===== config.mk =====
export PLATFORM = sky130hd
export DESIGN_NAME = stepper_axis_driver
export DESIGN_NICKNAME = d
export VERILOG_FILES = /design/src/rtl/stepper_axis_driver.sv
export SDC_FILE = /design/constraint.sdc
export NUM_CORES = 1
export LEC_CHECK = 0
export BUFFER_PORTS_ARGS = -buffer_cell sky130_fd_sc_hd__buf_2
export CAP_MARGIN = 20
export CELL_PAD_IN_SITES_DETAIL_PLACEMENT = 0
export CELL_PAD_IN_SITES_GLOBAL_PLACEMENT = 1
export CORE_MARGIN = 2
export CORE_UTILIZATION = 49
export DETAILED_ROUTE_END_ITERATION = 10
export GPL_TIMING_DRIVEN = 1
export PLACE_DENSITY = 0.91
export SLEW_MARGIN = 15
export SYNTH_ARGS = -nofsm -noshare
export SYNTH_HDL_FRONTEND = slang
export SYNTH_SLANG_ARGS = --single-unit

===== constraint.sdc =====
create_clock -name clk -period 5.2 [get_ports clk]
set_clock_uncertainty 0.1 [all_clocks]
set_input_delay 0.26 -clock clk [delete_from_list [all_inputs] [get_ports clk]]
set_output_delay 0.26 -clock clk [all_outputs]
set_load 0.005 [all_outputs]

===== src/rtl/stepper_axis_driver.sv =====
// Full-step stepper driver for one axis: turns the 2-bit motor command into a
// coil sequence and tracks the axis position, which it reports back as the actual position.
module stepper_axis_driver #(
    parameter int STEP_DIV   = 50000,
    parameter int POS_MAX    = 360,
    parameter int POS_INIT   = 0,
    parameter int HOLD_TICKS = 4
) (
    input  logic        clk,
    input  logic        rst,
    input  logic [1:0]  cmd,
    output logic [3:0]  coils,
    output logic [15:0] pos,
    output logic        step_pulse,
    output logic        dir,
    output logic        moving,
    output logic [1:0]  state_dbg
);

    typedef enum logic [1:0] {
        S_IDLE   = 2'd0,
        S_STEP   = 2'd1,
        S_SETTLE = 2'd2,
        S_HOLD   = 2'd3
    } state_t;

    localparam logic [15:0] DIV_LAST = 16'(STEP_DIV - 1);
    localparam logic [15:0] POS_LAST = 16'(POS_MAX - 1);
    localparam logic [7:0]  HOLD_LIM = 8'(HOLD_TICKS);

    state_t      state, state_n;
    logic [15:0] presc, presc_n;
    logic [1:0]  phase, phase_n;
    logic [15:0] pos_n;
    logic        run_dir, run_dir_n;
    logic [7:0]  hold_cnt, hold_n;
    logic [3:0]  coils_n;
    logic        dir_n;
    logic        tick, do_step, step_dir;

    // cmd[0] = run request, cmd[1] = direction (1 = anti-clockwise); 10 is a stop
    wire cmd_run = cmd[0];
    wire cmd_dir = cmd[1];

    assign tick      = (state != S_IDLE) && (presc == DIV_LAST);
    assign moving    = (state == S_STEP) || (state == S_SETTLE);
    assign state_dbg = state;

    always_ff @(posedge clk or posedge rst) begin
        if (rst) begin
            state      <= S_IDLE;
            presc      <= '0;
            phase      <= '0;
            pos        <= 16'(POS_INIT);
            run_dir    <= 1'b0;
            hold_cnt   <= '0;
            coils      <= '0;
            step_pulse <= 1'b0;
            dir        <= 1'b0;
        end else begin
            state      <= state_n;
            presc      <= presc_n;
            phase      <= phase_n;
            pos        <= pos_n;
            run_dir    <= run_dir_n;
            hold_cnt   <= hold_n;
            coils      <= coils_n;
            step_pulse <= do_step;
            dir        <= dir_n;
        end
    end

    always_comb begin
        state_n   = state;
        presc_n   = (state == S_IDLE || tick) ? 16'd0 : presc + 16'd1;
        phase_n   = phase;
        pos_n     = pos;
        run_dir_n = run_dir;
        hold_n    = hold_cnt;
        dir_n     = dir;
        do_step   = 1'b0;
        step_dir  = run_dir;
        coils_n   = '0;

        case (state)
            S_IDLE: begin
                if (cmd_run) begin
                    state_n   = S_STEP;
                    run_dir_n = cmd_dir;
                    hold_n    = 8'd0;
                end
            end
            S_STEP: begin
                if (tick) begin
                    if (!cmd_run) begin
                        state_n = (HOLD_LIM <= 8'd1) ? S_IDLE : S_HOLD;
                        hold_n  = 8'd1;
                    end else if (cmd_dir == run_dir) begin
                        do_step = 1'b1;
                    end else begin
                        state_n   = S_SETTLE;
                        run_dir_n = cmd_dir;
                    end
                end
            end
            default: begin
                // SETTLE and HOLD: any run command steps at once in its own direction
                if (tick) begin
                    if (cmd_run) begin
                        do_step   = 1'b1;
                        step_dir  = cmd_dir;
                        run_dir_n = cmd_dir;
                        state_n   = S_STEP;
                    end else if (state == S_SETTLE) begin
                        state_n = (HOLD_LIM <= 8'd1) ? S_IDLE : S_HOLD;
                        hold_n  = 8'd1;
                    end else begin
                        hold_n = hold_cnt + 8'd1;
                        if (hold_n >= HOLD_LIM) state_n = S_IDLE;
                    end
                end
            end
        endcase

        if (do_step) begin
            dir_n = step_dir;
            if (step_dir) begin
                phase_n = phase + 2'd1;
                pos_n   = (pos >= POS_LAST) ? 16'd0 : pos + 16'd1;
            end else begin
                phase_n = phase - 2'd1;
                pos_n   = (pos == 16'd0) ? POS_LAST : pos - 16'd1;
            end
        end

        if (state_n != S_IDLE) begin
            case (phase_n)
                2'd0:    coils_n = 4'b0011;
                2'd1:    coils_n = 4'b0110;
                2'd2:    coils_n = 4'b1100;
                default: coils_n = 4'b1001;
            endcase
        end
    end

endmodule


# ---- Word level (Yosys, flattened, before mapping)
# Cells that the tools add are included.
dict set report totals {
  output_inout_bits 25
  reg_bits 51
}
dict set report classes {
  magnitude_cmp 2
  n_reduce_logical 12
  addsub 6
  n_eq_ne 12
  mux 37
}
# op n
set ops {}
lappend ops {{$mux 16} 4}
lappend ops {{$mux 8} 6}
lappend ops {{$add 16x1->16 const B} 2}
lappend ops {{$mux 2} 10}
lappend ops {{$eq 16x16->1 const B} 1}
lappend ops {{$ge 16x9->1 const B} 1}
lappend ops {{$logic_not 16->1} 1}
lappend ops {{$pmux 8 s2} 1}
lappend ops {{$sub 16x1->16 const B} 1}
lappend ops {{$pmux 4 s3} 1}
lappend ops {{$mux 1} 11}
lappend ops {{$ne 2x2->1 const B} 5}
lappend ops {{$add 8x1->8 const B} 1}
lappend ops {{$ge 8x3->1 const B} 1}
lappend ops {{$reduce_bool 2->1} 3}
lappend ops {{$reduce_and 5->1} 1}
lappend ops {{$eq 2x1->1 const B} 2}
lappend ops {{$eq 2x2->1 const B} 2}
lappend ops {{$logic_not 2->1} 2}
lappend ops {{$mux 4} 1}
lappend ops {{$pmux 1 s2} 2}
lappend ops {{$pmux 2 s2} 1}
lappend ops {{$reduce_and 3->1} 1}
lappend ops {{$add 2x1->2 const B} 1}
lappend ops {{other kinds (6)} 7}

# ---- Longest topological paths before layout
dict set report logic_depth {
  word_depth 9
  ltp_mapped 13
  mapped_depth_nobuf 11
}

# ---- Least setup slack after synthesis
# No wires, ideal clock.
dict set report synth_timing {
  path_kind {reg2reg}
  start {reg presc[5]}
  end {reg coils[2]}
  stages_incl_launch_ff 10
  arrival_time_ns 2.819
  path_slack_ns 2.133
  synth_period_minus_slack_ns 3.067
  cell_sequence {dfrtp_1 > or4b_4 > or4_1 > buf_2 > o21ai_1 > a21boi_0 > o21ai_1 > xnor2_1 > ha_1 > a21boi_0}
}
dict set report synth_via {
  elab_chain_len 9
  word_cells_on_any_way 18
  classes_between {eq/ne: 3; mux: 12; reduce/logical: 3}
}
# element line_no
set synth_lines {}
lappend synth_lines {{start: declaration} 32} ;# logic [15:0] presc, presc_n;
lappend synth_lines {{start signal: assignment} 62} ;# presc <= presc_n;
lappend synth_lines {{$eq 16x16->1 (*)} 45} ;# assign tick = (state != S_IDLE) && (presc == DIV_LAST);
lappend synth_lines {{$logic_and 1x1->1 (*)} 45}
lappend synth_lines {{$mux 1} 108} ;# if (tick) begin
lappend synth_lines {{$mux 1} 85} ;# case (state)
lappend synth_lines {{$mux 2} 127} ;# if (step_dir) begin
lappend synth_lines {{$mux 2 (*)} 125} ;# if (do_step) begin
lappend synth_lines {{net phase_n[1]} 33} ;# logic [1:0] phase, phase_n;
lappend synth_lines {{$eq 2x2->1 (tied with other cells)} 137} ;# case (phase_n)
lappend synth_lines {{$pmux 4 s3 (*)} 137}
lappend synth_lines {{$mux 4 (*)} 136} ;# if (state_n != S_IDLE) begin
lappend synth_lines {{net coils_n[2]} 37} ;# logic [3:0] coils_n;
lappend synth_lines {{end signal: assignment} 67} ;# coils <= coils_n;
lappend synth_lines {{end: declaration} 12} ;# output logic [3:0] coils,
# Mark *: on every way through the listed nets, which the timed path passes. The rest lies on a longest branch.
# A chain may end at the register's enable or synchronous reset.

# ---- Final worst setup path
dict set report layout_timing {
  start {reg presc[5]}
  end {reg coils[1]}
}
# The elaborated chain is that of the path after synthesis.

==> impl_results.md <==
* CTS sink count at 51
* Initial DRC count at 143
* Clock buffer depth at 2
* DP Worst Slack at 1.832 ns
* Area of the die at 0.007020 sq mm
* Worst-margin pin slew at 0.8843 ns
* Congestion Overflow GR at 0
* RSZ-0062 raised after global routing: no
* Net count after synthesis at 371
* Final setup fails at 0
* Most numerous cell in the Yosys netlist: dfrtp_1
* Mux contribution to synthesized area at 1.685%
* Post-route setup slack at 1.845 ns
* Post-CTS Setup Bufs at 0
* Post-Synth XOR/XNOR Area at 6.177%
* Post-synth EDFFs at 0
* Post-Syn Area per Cell at 8.787 sq um
* Wire length per cell at 15.30 microns
* Worst-skew pair later-pin latency at 0.32 ns
* Cell Chain, Critical Path: or4b_4 -> or4_4 -> or3_1 -> xnor2_1 -> inv_1 -> ha_1 -> nor2_1 -> a211oi_1
* Resize count post-CTS at 0
* R2R Setup Slk at 1.84 ns
* Worst Setup End Kind: register
* Simple-Gate Fraction of Synth Area at 24.31%
* Top post-synthesis cells by area: dfrtp_1 (41%), nor2_1 (5.2%), ha_1 (4.8%), o21ai_0 (4.7%), nand2_1 (4.0%)
* Initial antenna violation count at 0
* Maximum VDD drop at 121.9 uV
* Design area at 0.003425 sq mm
* CP Launch Type: register
* CTS tree: yes
* Die Height at 83.79 microns
* Slew margin rel. at 40.82%
* Ports at 29
* Core Area at 0.006241 sq mm
* Gpl congestion at 0.8631
* Largest family of logic cells by synthesized area: simple AND/OR/NAND/NOR gates
* FF-to-FF Start: presc[5]
* Top cell type's share of synthesized area at 40.91%
* Ant diodes at 0
* Yosys reg bits at 51
* # port buffers at 28
* Max Slew Vio Count at 0
* Status: finished clean
* Initial Util at 49.98%
* Core Rows at 29
* Slowest stage delay, CP at 0.67 ns
* Max-cap check violation count at 0
* Hold WC Path Type: input pin to asynchronous set/reset pin
* Post-synth ARST share at 100.0%
* TritonRoute pass-1 iters at 4
* Tot Pwr at 0.7043 mW
* CTS buffer count at 5
* Synth Area in Adders at 4.813%
* Routed WL at 7.022 mm
* Fill count at 586
* Crit path DAT at 3.44 ns
* Clock Pin Slew Worst Setup and Hold Paths at 0.10 ns
* CTS hold repair buffers at 0
* Layout cell share with drive strength beyond 1 at 13.35%
* Die width at 83.79 microns
* Cell Area, Placed at 0.003337 sq mm
* Most instantiated cells after synthesis: dfrtp_1 (51), nor2_1 (43), nand2_1 (33)
* Minimum clock period at 3.355 ns
* Routed vias at 2719
* Primary FF master, synth: dfrtp_1
* Synth area leader: dfrtp_1
* PD cells at 205.7 mW/mm^2
* Post-Synthesis Cell Area at 0.003119 sq mm
* Worst endpoint required time at 5.28 ns
* Largest net degree at the start of global routing at 52
* Worst-path fanout max at 24
* Ys Warns at 0
* Compound-Gate Fraction of Synth Area at 18.49%
* Root Buffer: clkbuf_8
* Post-DRT Antenna Nets at 0
* LEAKAGE at 1.520 nW
* WS Path Type: register to register
* Cells after Synth at 355
* GRT Util Overall at 21.17%
* Tcrit/Tclk final at 64.53%
* Post-DP HPWL at 4.911 mm
* Vias in the first global route at 2616
* H-tree depth at 2
* Netlist cell types at 57
* Worst path slowest cell: or3_1
* Final nets at 397
* Seq/Total Area, Yosys at 40.91%
* Vias/cell at 5.924
* Area grow syn2layout at 9.787%
* Global-route wire length before repair at 12.23 mm
* Final number of hold-violating endpoints at 0
* Reg2reg path depth at 8
* Max Freq at 298.0 MHz
* Final setup TNS at 0 ns
* DRC at 0
* Reg2reg end: coils[1]
==> sequential cells by signal, indices dropped and copies added (netlist names) <==
name / count
hold_cnt: 8
presc: 16
dir: 1
state_dbg: 2
step_pulse: 1
run_dir: 1
pos: 16
phase: 2
coils: 4
==> layout make-up <==
class                           instances  area, sq um  area share (%)
Clock inverter                          3        18.77          0.5480
Timing Repair Buffer                   31        162.7           4.750
Sequential cell                        51         1276           37.27
Clock buffer                            5        68.82           2.010
Tap cell                               77        96.34           2.813
Inverter                               17        63.81           1.863
Multi-Input combinational cell        275         1738           50.75
==> power breakdown <==
part	total, mW	internal [mW]	switching, mW
combinational	0.0527	0.0212	0.0315
sequential	0.413	0.404	0.00840
clock	0.239	0.0952	0.144
total	0.704	0.521	0.183
==> logic make-up (layout without fill, tap and decap cells) <==
group,after synthesis,in the layout
fa+ha+maj,12,12
compound gates,88,88
flops,51,51
simple gates,148,148
mux,5,5
xor+xnor,22,22
buf+inv,29,56
==> how the worst max path moves through the flow <==
stage | from | end | slack (ns)
finish | presc[5] | coils[1] | 1.84
global route | state_dbg[0] | coils[1] | 1.55
CTS | presc[5] | coils[2] | 1.84
detailed placement | presc[5] | coils[2] | 1.83
global placement | presc[5] | coils[2] | 1.92
floorplan | presc[5] | coils[2] | 2.13
==> layer usage <==
layer	global-route usage (%)	share of wire (%)	wire length [microns]	vias up
met4	7.331	1.9	134	0
met3	3.759	3.8	270	12
met2	35.20	49	3429	54
li1	-	-	-	1337
met1	27.88	45	3189	1316
met5	0	0	0	-
==> critical path, delay by kind of cell, from the launching register on <==
kind,cells,cell delay (ns)
compound gates,1,0.06
simple gates,4,1.87
buf+inv,1,0.11
fa+ha+maj,1,0.19
xor+xnor,1,0.45
flops,1,0.43
==> layout by cell type (no fill, tap or decap), types with 4 or more instances in the layout <==
master,instances
nor3_1,11
nand4_1,5
dfrtp_1,51
xnor2_1,10
nand2_1,33
nor4_1,4
or3_1,4
a21oi_1,15
o22ai_1,4
o21ai_0,29
and3_1,12
xor2_1,12
nor2_1,43
inv_1,16
a211oi_1,4
nand3_1,16
or4_1,5
clkbuf_8,5
buf_2,28
ha_1,12
==> metrics by stage <==
| stage | instances | util, % | hold WS (ns) |
|---|---|---|---|
| 6_report | 459 | 54.87 | 0.008529 |
| 5_1_grt | 459 | 54.87 | 0.06940 |
| 4_1_cts | 459 | 54.87 | 0.02876 |
| 3_5_place_dp | 451 | 53.47 | 0.3777 |
| 3_3_place_gp | 451 | 53.47 | 0.3692 |
| 2_1_floorplan | 355 | - | 0.3105 |
Note: power is estimated with default switching activity, not from simulation.
